===== config.mk =====
export PLATFORM = sky130hd
export DESIGN_NAME = cmsdk_ahb_addr_decoder_defslv_flat
export DESIGN_NICKNAME = d
export VERILOG_FILES = /design/src/rtl/cmsdk_ahb_addr_decoder_defslv_pkg.sv /design/src/rtl/cmsdk_ahb_addr_decoder_defslv_if.sv /design/src/rtl/cmsdk_ahb_default_slave.sv /design/src/rtl/cmsdk_ahb_addr_decoder_defslv.sv /design/src/flat_wrapper.sv
export SDC_FILE = /design/constraint.sdc
export NUM_CORES = 1
export LEC_CHECK = 0
export BUFFER_PORTS_ARGS = -buffer_cell sky130_fd_sc_hd__buf_2
export CAP_MARGIN = 20
export CORE_UTILIZATION = 41
export DETAILED_ROUTE_END_ITERATION = 7
export HOLD_SLACK_MARGIN = 0.12
export PLACE_DENSITY_LB_ADDON = 0.15
export SKIP_CTS_REPAIR_TIMING = 1
export SLEW_MARGIN = 20
export SYNTH_ARGS = -nofsm -noshare
export SYNTH_HDL_FRONTEND = slang
export SYNTH_SLANG_ARGS = --single-unit

===== constraint.sdc =====
create_clock -name HCLK -period 1.6 [get_ports HCLK]
set_clock_uncertainty 0.05 [all_clocks]
set_input_delay 0.32 -clock HCLK [delete_from_list [all_inputs] [get_ports HCLK]]
set_output_delay 0.32 -clock HCLK [all_outputs]
set_load 0.005 [all_outputs]

===== src/rtl/cmsdk_ahb_addr_decoder_defslv_pkg.sv =====
// AHB address decoder with default slave: shared types.
// Transfer/response encodings and default-slave states.
package cmsdk_ahb_addr_decoder_defslv_pkg;

   localparam logic [1:0] HTRANS_IDLE   = 2'b00;
   localparam logic [1:0] HTRANS_BUSY   = 2'b01;
   localparam logic [1:0] HTRANS_NONSEQ = 2'b10;
   localparam logic [1:0] HTRANS_SEQ    = 2'b11;

   localparam logic HRESP_OKAY  = 1'b0;
   localparam logic HRESP_ERROR = 1'b1;

   localparam int NPORT = 9;

   typedef enum logic [1:0] {
      ST_OK   = 2'b00,
      ST_ERR1 = 2'b01,
      ST_ERR2 = 2'b10
   } defslv_state_t;

   function automatic logic port_hit(
      input logic        en,
      input logic [31:0] addr,
      input logic [31:0] base,
      input logic [31:0] mask
   );
      return en && ((addr & mask) == base);
   endfunction

endpackage


===== src/rtl/cmsdk_ahb_addr_decoder_defslv_if.sv =====
// Address-phase bus bundle between the AHB master side
// and the decoder/default slave.
interface cmsdk_ahb_addr_decoder_defslv_if #(
   parameter int DW = 32
);
   logic [31:0]   HADDR;
   logic [1:0]    HTRANS;
   logic          HREADY;
   logic          HSEL0;
   logic          HSEL1;
   logic          HSEL2;
   logic          HSEL3;
   logic          HSEL4;
   logic          HSEL5;
   logic          HSEL6;
   logic          HSEL7;
   logic          HSEL8;
   logic          HSELDEF;
   logic          HREADYOUTDEF;
   logic          HRESPDEF;
   logic [DW-1:0] HRDATADEF;

   modport master (
      output HADDR, HTRANS, HREADY,
      input  HSEL0, HSEL1, HSEL2, HSEL3, HSEL4,
      input  HSEL5, HSEL6, HSEL7, HSEL8, HSELDEF,
      input  HREADYOUTDEF, HRESPDEF, HRDATADEF
   );

   modport slave (
      input  HADDR, HTRANS, HREADY,
      output HSEL0, HSEL1, HSEL2, HSEL3, HSEL4,
      output HSEL5, HSEL6, HSEL7, HSEL8, HSELDEF,
      output HREADYOUTDEF, HRESPDEF, HRDATADEF
   );
endinterface


===== src/rtl/cmsdk_ahb_default_slave.sv =====
// Default slave: two-cycle AHB ERROR response for
// accepted transfers to unmapped space.
module cmsdk_ahb_default_slave
   import cmsdk_ahb_addr_decoder_defslv_pkg::*;
#(
   parameter int DW = 32
) (
   input  logic          HCLK,
   input  logic          HRESETn,
   input  logic          err_acc,
   output logic          HREADYOUT,
   output logic          HRESP,
   output logic [DW-1:0] HRDATA
);

   defslv_state_t state_q;
   defslv_state_t state_d;

   // State register; reset aborts any error in flight.
   always_ff @(posedge HCLK or negedge HRESETn) begin
      if (!HRESETn) state_q <= ST_OK;
      else          state_q <= state_d;
   end

   // Next state: ERR1 always advances, ERR2 may chain.
   always_comb begin
      state_d = state_q;
      unique case (state_q)
         ST_OK:   if (err_acc) state_d = ST_ERR1;
         ST_ERR1: state_d = ST_ERR2;
         ST_ERR2: state_d = err_acc ? ST_ERR1 : ST_OK;
         default: state_d = ST_OK;
      endcase
   end

   // Response decoded purely from registered state.
   always_comb begin
      HREADYOUT = (state_q != ST_ERR1);
      HRESP     = (state_q == ST_OK) ? HRESP_OKAY
                                     : HRESP_ERROR;
   end

   assign HRDATA = '0;

endmodule


===== src/rtl/cmsdk_ahb_addr_decoder_defslv.sv =====
// AHB address decoder for 9 slaves plus default slave,
// with a sticky record of unmapped accesses.
module cmsdk_ahb_addr_decoder_defslv
   import cmsdk_ahb_addr_decoder_defslv_pkg::*;
#(
   parameter int          PORT0_ENABLE = 1,
   parameter int          PORT1_ENABLE = 1,
   parameter int          PORT2_ENABLE = 1,
   parameter int          PORT3_ENABLE = 1,
   parameter int          PORT4_ENABLE = 0,
   parameter int          PORT5_ENABLE = 0,
   parameter int          PORT6_ENABLE = 0,
   parameter int          PORT7_ENABLE = 0,
   parameter int          PORT8_ENABLE = 0,
   parameter logic [31:0] PORT0_BASE = 32'h0000_0000,
   parameter logic [31:0] PORT1_BASE = 32'h1000_0000,
   parameter logic [31:0] PORT2_BASE = 32'h2000_0000,
   parameter logic [31:0] PORT3_BASE = 32'h3000_0000,
   parameter logic [31:0] PORT4_BASE = 32'h4000_0000,
   parameter logic [31:0] PORT5_BASE = 32'h5000_0000,
   parameter logic [31:0] PORT6_BASE = 32'h6000_0000,
   parameter logic [31:0] PORT7_BASE = 32'h7000_0000,
   parameter logic [31:0] PORT8_BASE = 32'h8000_0000,
   parameter logic [31:0] PORT0_MASK = 32'hF000_0000,
   parameter logic [31:0] PORT1_MASK = 32'hF000_0000,
   parameter logic [31:0] PORT2_MASK = 32'hF000_0000,
   parameter logic [31:0] PORT3_MASK = 32'hF000_0000,
   parameter logic [31:0] PORT4_MASK = 32'hF000_0000,
   parameter logic [31:0] PORT5_MASK = 32'hF000_0000,
   parameter logic [31:0] PORT6_MASK = 32'hF000_0000,
   parameter logic [31:0] PORT7_MASK = 32'hF000_0000,
   parameter logic [31:0] PORT8_MASK = 32'hF000_0000,
   parameter int          DW   = 32,
   parameter int          CNTW = 8
) (
   input  logic            HCLK,
   input  logic            HRESETn,
   input  logic            ERRCLR,
   cmsdk_ahb_addr_decoder_defslv_if.slave bus,
   output logic            ERRVALID,
   output logic [31:0]     ERRADDR,
   output logic [CNTW-1:0] ERRCNT
);

   localparam logic [NPORT-1:0] EN = {
      PORT8_ENABLE != 0, PORT7_ENABLE != 0,
      PORT6_ENABLE != 0, PORT5_ENABLE != 0,
      PORT4_ENABLE != 0, PORT3_ENABLE != 0,
      PORT2_ENABLE != 0, PORT1_ENABLE != 0,
      PORT0_ENABLE != 0
   };

   localparam logic [NPORT*32-1:0] BASES = {
      PORT8_BASE, PORT7_BASE, PORT6_BASE,
      PORT5_BASE, PORT4_BASE, PORT3_BASE,
      PORT2_BASE, PORT1_BASE, PORT0_BASE
   };

   localparam logic [NPORT*32-1:0] MASKS = {
      PORT8_MASK, PORT7_MASK, PORT6_MASK,
      PORT5_MASK, PORT4_MASK, PORT3_MASK,
      PORT2_MASK, PORT1_MASK, PORT0_MASK
   };

   localparam logic [CNTW-1:0] CNT_MAX = '1;

   logic [NPORT-1:0] match;
   logic [NPORT-1:0] sel;
   logic             sel_def;
   logic             err_acc;
   logic             unused_htrans0;

   logic             valid_d;
   logic [31:0]      addr_d;
   logic [CNTW-1:0]  cnt_d;

   // Per-port address match against masked base.
   always_comb begin
      match = '0;
      for (int k = 0; k < NPORT; k++) begin
         match[k] = port_hit(EN[k], bus.HADDR,
                             BASES[k*32 +: 32],
                             MASKS[k*32 +: 32]);
      end
   end

   // Lowest index wins on overlap; isolate lowest set bit.
   always_comb begin
      sel     = match & (~match + NPORT'(1));
      sel_def = ~|match;
   end

   assign bus.HSEL0   = sel[0];
   assign bus.HSEL1   = sel[1];
   assign bus.HSEL2   = sel[2];
   assign bus.HSEL3   = sel[3];
   assign bus.HSEL4   = sel[4];
   assign bus.HSEL5   = sel[5];
   assign bus.HSEL6   = sel[6];
   assign bus.HSEL7   = sel[7];
   assign bus.HSEL8   = sel[8];
   assign bus.HSELDEF = sel_def;

   assign err_acc = bus.HREADY & sel_def
                  & bus.HTRANS[1];

   assign unused_htrans0 = bus.HTRANS[0];

   cmsdk_ahb_default_slave #(
      .DW (DW)
   ) u_defslv (
      .HCLK      (HCLK),
      .HRESETn   (HRESETn),
      .err_acc   (err_acc),
      .HREADYOUT (bus.HREADYOUTDEF),
      .HRESP     (bus.HRESPDEF),
      .HRDATA    (bus.HRDATADEF)
   );

   // Record update: clear first, then fold in new error.
   always_comb begin
      valid_d = ERRVALID;
      addr_d  = ERRADDR;
      cnt_d   = ERRCNT;
      if (ERRCLR) begin
         valid_d = 1'b0;
         addr_d  = '0;
         cnt_d   = '0;
      end
      if (err_acc) begin
         if (!valid_d) begin
            valid_d = 1'b1;
            addr_d  = bus.HADDR;
         end
         if (cnt_d != CNT_MAX) cnt_d = cnt_d + CNTW'(1);
      end
   end

   // Debug record registers.
   always_ff @(posedge HCLK or negedge HRESETn) begin
      if (!HRESETn) begin
         ERRVALID <= 1'b0;
         ERRADDR  <= '0;
         ERRCNT   <= '0;
      end else begin
         ERRVALID <= valid_d;
         ERRADDR  <= addr_d;
         ERRCNT   <= cnt_d;
      end
   end

endmodule


===== src/flat_wrapper.sv =====
// flat-port wrapper written by rule: the top's interface ports become plain ports
module cmsdk_ahb_addr_decoder_defslv_flat import cmsdk_ahb_addr_decoder_defslv_pkg::*;
#(
   parameter int          PORT0_ENABLE = 1,
   parameter int          PORT1_ENABLE = 1,
   parameter int          PORT2_ENABLE = 1,
   parameter int          PORT3_ENABLE = 1,
   parameter int          PORT4_ENABLE = 0,
   parameter int          PORT5_ENABLE = 0,
   parameter int          PORT6_ENABLE = 0,
   parameter int          PORT7_ENABLE = 0,
   parameter int          PORT8_ENABLE = 0,
   parameter logic [31:0] PORT0_BASE = 32'h0000_0000,
   parameter logic [31:0] PORT1_BASE = 32'h1000_0000,
   parameter logic [31:0] PORT2_BASE = 32'h2000_0000,
   parameter logic [31:0] PORT3_BASE = 32'h3000_0000,
   parameter logic [31:0] PORT4_BASE = 32'h4000_0000,
   parameter logic [31:0] PORT5_BASE = 32'h5000_0000,
   parameter logic [31:0] PORT6_BASE = 32'h6000_0000,
   parameter logic [31:0] PORT7_BASE = 32'h7000_0000,
   parameter logic [31:0] PORT8_BASE = 32'h8000_0000,
   parameter logic [31:0] PORT0_MASK = 32'hF000_0000,
   parameter logic [31:0] PORT1_MASK = 32'hF000_0000,
   parameter logic [31:0] PORT2_MASK = 32'hF000_0000,
   parameter logic [31:0] PORT3_MASK = 32'hF000_0000,
   parameter logic [31:0] PORT4_MASK = 32'hF000_0000,
   parameter logic [31:0] PORT5_MASK = 32'hF000_0000,
   parameter logic [31:0] PORT6_MASK = 32'hF000_0000,
   parameter logic [31:0] PORT7_MASK = 32'hF000_0000,
   parameter logic [31:0] PORT8_MASK = 32'hF000_0000,
   parameter int          DW   = 32,
   parameter int          CNTW = 8
)
  (HCLK, HRESETn, ERRCLR, ERRVALID, ERRADDR, ERRCNT, bus_HADDR, bus_HTRANS, bus_HREADY, bus_HSEL0, bus_HSEL1, bus_HSEL2, bus_HSEL3, bus_HSEL4, bus_HSEL5, bus_HSEL6, bus_HSEL7, bus_HSEL8, bus_HSELDEF, bus_HREADYOUTDEF, bus_HRESPDEF, bus_HRDATADEF);
  cmsdk_ahb_addr_decoder_defslv_if #(.DW(DW)) bus_i ();
  input  logic HCLK;
  input  logic HRESETn;
  input  logic ERRCLR;
  output logic ERRVALID;
  output logic [31:0] ERRADDR;
  output logic [CNTW-1:0] ERRCNT;
  input wire logic [$bits(bus_i.HADDR)-1:0] bus_HADDR;
  input wire logic [$bits(bus_i.HTRANS)-1:0] bus_HTRANS;
  input wire logic [$bits(bus_i.HREADY)-1:0] bus_HREADY;
  output wire logic [$bits(bus_i.HSEL0)-1:0] bus_HSEL0;
  output wire logic [$bits(bus_i.HSEL1)-1:0] bus_HSEL1;
  output wire logic [$bits(bus_i.HSEL2)-1:0] bus_HSEL2;
  output wire logic [$bits(bus_i.HSEL3)-1:0] bus_HSEL3;
  output wire logic [$bits(bus_i.HSEL4)-1:0] bus_HSEL4;
  output wire logic [$bits(bus_i.HSEL5)-1:0] bus_HSEL5;
  output wire logic [$bits(bus_i.HSEL6)-1:0] bus_HSEL6;
  output wire logic [$bits(bus_i.HSEL7)-1:0] bus_HSEL7;
  output wire logic [$bits(bus_i.HSEL8)-1:0] bus_HSEL8;
  output wire logic [$bits(bus_i.HSELDEF)-1:0] bus_HSELDEF;
  output wire logic [$bits(bus_i.HREADYOUTDEF)-1:0] bus_HREADYOUTDEF;
  output wire logic [$bits(bus_i.HRESPDEF)-1:0] bus_HRESPDEF;
  output wire logic [$bits(bus_i.HRDATADEF)-1:0] bus_HRDATADEF;
  assign bus_i.HADDR = bus_HADDR;
  assign bus_i.HTRANS = bus_HTRANS;
  assign bus_i.HREADY = bus_HREADY;
  assign bus_HSEL0 = bus_i.HSEL0;
  assign bus_HSEL1 = bus_i.HSEL1;
  assign bus_HSEL2 = bus_i.HSEL2;
  assign bus_HSEL3 = bus_i.HSEL3;
  assign bus_HSEL4 = bus_i.HSEL4;
  assign bus_HSEL5 = bus_i.HSEL5;
  assign bus_HSEL6 = bus_i.HSEL6;
  assign bus_HSEL7 = bus_i.HSEL7;
  assign bus_HSEL8 = bus_i.HSEL8;
  assign bus_HSELDEF = bus_i.HSELDEF;
  assign bus_HREADYOUTDEF = bus_i.HREADYOUTDEF;
  assign bus_HRESPDEF = bus_i.HRESPDEF;
  assign bus_HRDATADEF = bus_i.HRDATADEF;
  cmsdk_ahb_addr_decoder_defslv #(.PORT0_ENABLE(PORT0_ENABLE), .PORT1_ENABLE(PORT1_ENABLE), .PORT2_ENABLE(PORT2_ENABLE), .PORT3_ENABLE(PORT3_ENABLE), .PORT4_ENABLE(PORT4_ENABLE), .PORT5_ENABLE(PORT5_ENABLE), .PORT6_ENABLE(PORT6_ENABLE), .PORT7_ENABLE(PORT7_ENABLE), .PORT8_ENABLE(PORT8_ENABLE), .PORT0_BASE(PORT0_BASE), .PORT1_BASE(PORT1_BASE), .PORT2_BASE(PORT2_BASE), .PORT3_BASE(PORT3_BASE), .PORT4_BASE(PORT4_BASE), .PORT5_BASE(PORT5_BASE), .PORT6_BASE(PORT6_BASE), .PORT7_BASE(PORT7_BASE), .PORT8_BASE(PORT8_BASE), .PORT0_MASK(PORT0_MASK), .PORT1_MASK(PORT1_MASK), .PORT2_MASK(PORT2_MASK), .PORT3_MASK(PORT3_MASK), .PORT4_MASK(PORT4_MASK), .PORT5_MASK(PORT5_MASK), .PORT6_MASK(PORT6_MASK), .PORT7_MASK(PORT7_MASK), .PORT8_MASK(PORT8_MASK), .DW(DW), .CNTW(CNTW)) u_core (.HCLK(HCLK), .HRESETn(HRESETn), .ERRCLR(ERRCLR), .bus(bus_i), .ERRVALID(ERRVALID), .ERRADDR(ERRADDR), .ERRCNT(ERRCNT));
endmodule

======== Yosys cells after proc, flatten, opt, wreduce, memory -nomap -nowiden ========
Cells that the tools add are included.
operators by class
  add/sub/neg operators ................... 2
  reduce and logical (&&, ||, !) cells .... 4
  bitwise gates (word level) .............. 4
  equal/unequal tests ..................... 8
  mux-type cells .......................... 12
operators by type and width
  kind                                                  count
  two-way mux 32 bit                                    3
  logical NOT 32 bit                                    1
  two-way mux 8 bit                                     3
  adder 9 x 1 -> 9 bit (second input constant)          1
  AND 4 x 9 -> 9 bit                                    1
  inverter 4 -> 9 bit                                   1
  adder 8 x 1 -> 8 bit (second input constant)          1
  equality test 4 x 2 -> 1 bit (second input constant)  2
  != test 8 bit (second input constant)                 1
  case mux 2 bit (3 select lines)                       1
  equality test 4 x 1 -> 1 bit (second input constant)  1
  two-way mux 1 bit                                     4
  OR reduction 4 bit                                    1
  AND 1 bit                                             2
  equality test 2 x 1 -> 1 bit (second input constant)  1
  equality test 2 bit (second input constant)           1
  logical NOT 2 bit                                     1
  two-way mux 2 bit                                     1
  != test 2 x 1 -> 1 bit (second input constant)        1
  != test 2 bit (second input constant)                 1
  logical NOT 1 bit                                     1
storage, ports and cells
  logic and storage cells ................. 34
  flip-flop bits (word level) ............. 43

======== Longest topological paths before layout ========
  word-level depth ........................ 7
  mapped depth ............................ 6
  mapped depth without buffers ............ 5

======== Hierarchy ========
From an unflattened synthesis, not the netlist that was laid out.
unflattened totals
  cell total of the unflattened synthesis .. 242
  area, all modules ....................... 2200.9 um^2
by module, submodules not included
  module                         area an instance (um^2)  cells each  times used
  cmsdk_ahb_addr_decoder_defslv  1881.8                   203         1
  cmsdk_ahb_default_slave        319.1                    39          1

======== Worst setup path after synthesis ========
No wires, ideal clock.
  kind .................................... input to register
  start ................................... input port ERRCLR
  end ..................................... register u_core.ERRCNT[6]
  setup slack ............................. -0.143 ns
  setup time .............................. 0.125 ns
  cell stages on the path ................. 6
  data arrival time ....................... 1.569 ns
  buffers on the path ..................... 1
  path through ............................ clkbuf_1 > nor2b_1 > ha_1 > and3_1 > nand4_1 > mux2_2
on the way
  word-level cells in the longest chain between the ends .. 4
  elaborated cells on any way between the ends .. 5
  classes of those cells .................. add/sub (1); eq/ne (1); mux (3)
RTL lines
  item                                                          RTL line                              text
  start: declaration                                            flat_wrapper.sv:38                    input logic ERRCLR;
  two-way mux 8 bit (*)                                         cmsdk_ahb_addr_decoder_defslv.sv:125  if (ERRCLR) begin
  adder 8 x 1 -> 8 bit / != test 8 bit (equally long branches)  cmsdk_ahb_addr_decoder_defslv.sv:135  if (cnt_d != CNT_MAX) cnt_d = cnt_d + CNTW'(1);
  two-way mux 8 bit                                             cmsdk_ahb_addr_decoder_defslv.sv:135
  two-way mux 8 bit (*)                                         cmsdk_ahb_addr_decoder_defslv.sv:130  if (err_acc) begin
  via u_core.cnt_d[6]                                           cmsdk_ahb_addr_decoder_defslv.sv:75   logic [CNTW-1:0] cnt_d;
  end signal: assignment                                        cmsdk_ahb_addr_decoder_defslv.sv:148  ERRCNT <= cnt_d;
  end: declaration                                              cmsdk_ahb_addr_decoder_defslv.sv:42   output logic [CNTW-1:0] ERRCNT
Mark *: on every way through the listed nets, which the timed path passes. The rest lies on a longest branch.
A chain may end at the register's enable or synchronous reset.

======== Worst setup path after layout ========
  start ................................... register u_core.ERRCNT[1]
  end ..................................... register u_core.ERRCNT[6]
on the way
  word-level cells in the longest chain between the ends .. 4
  elaborated cells on any way between the ends .. 5
  classes of those cells .................. add/sub (1); eq/ne (1); mux (3)
RTL lines
  item                                                          RTL line
  two-way mux 8 bit (*)                                         cmsdk_ahb_addr_decoder_defslv.sv:125
  adder 8 x 1 -> 8 bit / != test 8 bit (equally long branches)  cmsdk_ahb_addr_decoder_defslv.sv:135
  two-way mux 8 bit (*)                                         cmsdk_ahb_addr_decoder_defslv.sv:135
  two-way mux 8 bit (*)                                         cmsdk_ahb_addr_decoder_defslv.sv:130
  via u_core.cnt_d[6]                                           cmsdk_ahb_addr_decoder_defslv.sv:75
Marked as above.

==> insert_results.sql <==
INSERT INTO impl_metrics (metric_group, metric, value, unit) VALUES
('run_status', 'status', 'completed', ''),
('synthesis', 'post-synth-top-area-fraction', '46.8', '%'),
('power', 'internal_power', '1.81', 'mW'),
('setup_path', 'crit_path_top_delay_cell', 'dfrtp_1', ''),
('drt', 'avgViaCountPerCell', '4.58', ''),
('drt', 'detailroute.via_count', '1730', ''),
('synthesis', 'yosysSeqAreaShare', '46.8', '%'),
('power', 'pwr-share-clk', '34.1', '%'),
('worst_hold_path', 'min-delay-path-class', 'primary input to register', ''),
('timing', 'finalWorstPathRequiredPeriod', '1550', 'ps'),
('timing', 'final-setup-viol-count', '0', ''),
('worst_hold_path', 'timing.hold.worst.start', 'bus_HADDR[4]', ''),
('setup_path', 'critPathArrivalTime', '1680', 'ps'),
('cells_and_area', 'multi_input_gate_area', '1060', 'µm²'),
('timing', 'maxSlewViolCount', '0', ''),
('placed_design', 'port-buffer-count', '84', ''),
('timing', 'setup-tns-final', '0', 'ps'),
('power', 'power.switching', '0.556', 'mW'),
('floorplanning', 'design.die.area', '5910', 'µm²'),
('grt', 'grt_overflow_total', '0', ''),
('synthesis', 'yosys_warnings', '0', ''),
('floorplanning', 'num_rows', '26', ''),
('clocking', 'clkLatencyLatePin', '290', 'ps'),
('power', 'sw_frac_of_total', '23.5', '%'),
('setup_path', 'worstReg2RegStart', 'u_core.ERRCNT[1]$_DFF_PN0_', ''),
('placed_design', 'place_congestion', '0.832', ''),
('grt', 'grt_start_max_net_pins', '44', ''),
('setup_path', 'crit_path_max_fanout', '5', ''),
('synthesis', 'syn_inst', '205', ''),
('cells_and_area', 'area_delta_synth_final', '27.8', '%'),
('setup_path', 'crit_required', '1730', 'ps'),
('cells_and_area', 'finish.net_count', '347', ''),
('cells_and_area', 'final-seq-area', '1080', 'µm²'),
('setup_path', 'worstPathBufferInverterCount', '0', ''),
('grt', 'grt_first_pass_wirelength', '7.47', 'mm'),
('setup_path', 'setup.worst_path.class', 'register to register', ''),
('synthesis', 'synth_cell_types', '37', ''),
('drt', 'drc', '0', ''),
('setup_path', 'timing.critical_path.from', 'u_core.ERRCNT[1]$_DFF_PN0_', ''),
('grt', 'grt_pass1_vias', '1634', ''),
('setup_path', 'crit_family', 'simple AND/OR/NAND/NOR gates', ''),
('power', 'p_leak', '1.61', 'nW'),
('drt', 'initial_detailed_routing_violation_count', '55', ''),
('cells_and_area', 'finalNonFillerCells', '378', ''),
('placed_design', 'hpwl', '3.29', 'mm'),
('clocking', 'cts_max_path_buffers', '2', ''),
('synthesis', 'synth_enable_flop_cells', '0', ''),
('grt', 'antenna_found_initial', '0', ''),
('clocking', 'clock-sinks', '43', ''),
('floorplanning', 'io_pins', '123', ''),
('grt', 'grt_usage', '15.8', '%'),
('drt', 'drt-wirelength-per-cell', '12.1', 'µm'),
('placed_design', 'place.detailed.instances', '370', ''),
('synthesis', 'synth_top_cell_by_area', 'dfrtp_1', ''),
('floorplanning', 'die_boundary_width', '76.9', 'µm'),
('synthesis', 'synthTopCellsByCount', 'dfrtp_1 (43), buf_4 (37), nor2b_1 (36)', ''),
('drt', 'detail_route.wirelength', '4.56', 'mm'),
('power', 'power.share.sequential', '49.9', '%'),
('power', 'power_frac_comb', '16.0', '%'),
('power', 'vdd.ir_drop.worst', '465', 'µV'),
('timing', 'finalCritPeriodShare', '96.7', '%'),
('power', 'report.power.total', '2.37', 'mW'),
('timing', 'fmax', '0.646', 'GHz'),
('synthesis', 'synthTopCellsByArea', 'dfrtp_1 (47%), mux2_2 (16%), buf_4 (12%)', ''),
('power', 'power_density', '806', 'nW/µm²'),
('synthesis', 'synthMostInstantiatedCell', 'dfrtp_1', ''),
('floorplanning', 'die_y', '76.9', 'µm'),
('run', 'cap_viol_max_count', '0', ''),
('setup_path', 'critPathCaptureType', 'register', ''),
('drt', 'first_pass_iters', '4', ''),
('synthesis', 'asyncSetResetFlopFracSynth', '100', '%');
[final timing paths]
path	to	slack (ps)	depth (start not counted)
setup reg to reg	u_core.ERRCNT[6]$_DFF_PN0_	50	5
hold / removal	u_core.ERRADDR[4]$_DFF_PN0_	190	2
min in group asynchronous	u_core.ERRADDR[1]$_DFF_PN0_	480	3
hold reg to reg	u_core.u_defslv.state_q[0]$_DFFE_PN0P_	380	1
max in group asynchronous	u_core.ERRADDR[30]$_DFF_PN0_	810	3
setup / recovery	u_core.ERRCNT[6]$_DFF_PN0_	50	5
[kinds of logic after synthesis]
family	synth area share (%)
compound gates	5.55
xor+xnor	0.381
fa+ha+maj	0.544
buf+inv	14.2
flops	46.8
mux	16.6
other cells	0.163
simple gates	15.7
[power by group through the flow]
stage	logic [mW]	registers (mW)	clock network, mW
finish	0.378	1.18	0.809
global route	0.423	1.19	0.882
CTS	0.381	1.18	0.846
detailed placement	0.380	1.20	0
global placement	0.377	1.20	0
floorplan	0.232	1.21	0
[state kept, by name, indices dropped and copies added, names as in the netlist]
signal / cells
u_core.ERRADDR: 32
u_core.ERRCNT: 8
u_core.ERRVALID: 1
u_core.u_defslv.state_q: 2
[per-layer routing]
metal	global-route usage (%)	share of wire, %	vias to the layer above
met5	0	0	-
met4	4.62	0.75	0
met3	5.36	8.6	4
met2	25.4	46	89
met1	19.9	44	814
li1	-	-	823
[metrics by stage]
step | utilization, % | area [µm²] | hold WS [ps]
after floorplan | - | 2440 | -25.6
after global placement | 53.8 | 2820 | 265
after global routing | 56.1 | 2940 | 182
after CTS | 55.7 | 2920 | -57.5
after detailed placement | 53.8 | 2820 | 267
final | 56.1 | 2940 | 195
[placed cells by master, fill, tap and decap left out, types with 2 or more instances in the layout]
cell type	instances
a21oi_1	3
a311oi_1	2
and3_1	2
buf_12	2
buf_2	84
buf_4	17
clkbuf_8	5
conb_1	37
dfrtp_1	43
inv_1	5
mux2_1	2
mux2_2	32
nand2_1	5
nor2_1	4
nor2b_1	34
nor2b_2	2
nor3_1	2
[cell type report]
class / count / area share [%]
sequential: 43 / 36.6
multi-input combinational: 149 / 35.9
tap: 70 / 2.98
inverter: 5 / 0.639
clock buffer: 6 / 2.47
timing repair buffer: 104 / 20.3
clock inverter: 1 / 1.02
No activity file was read; power rests on OpenSTA's default activity.
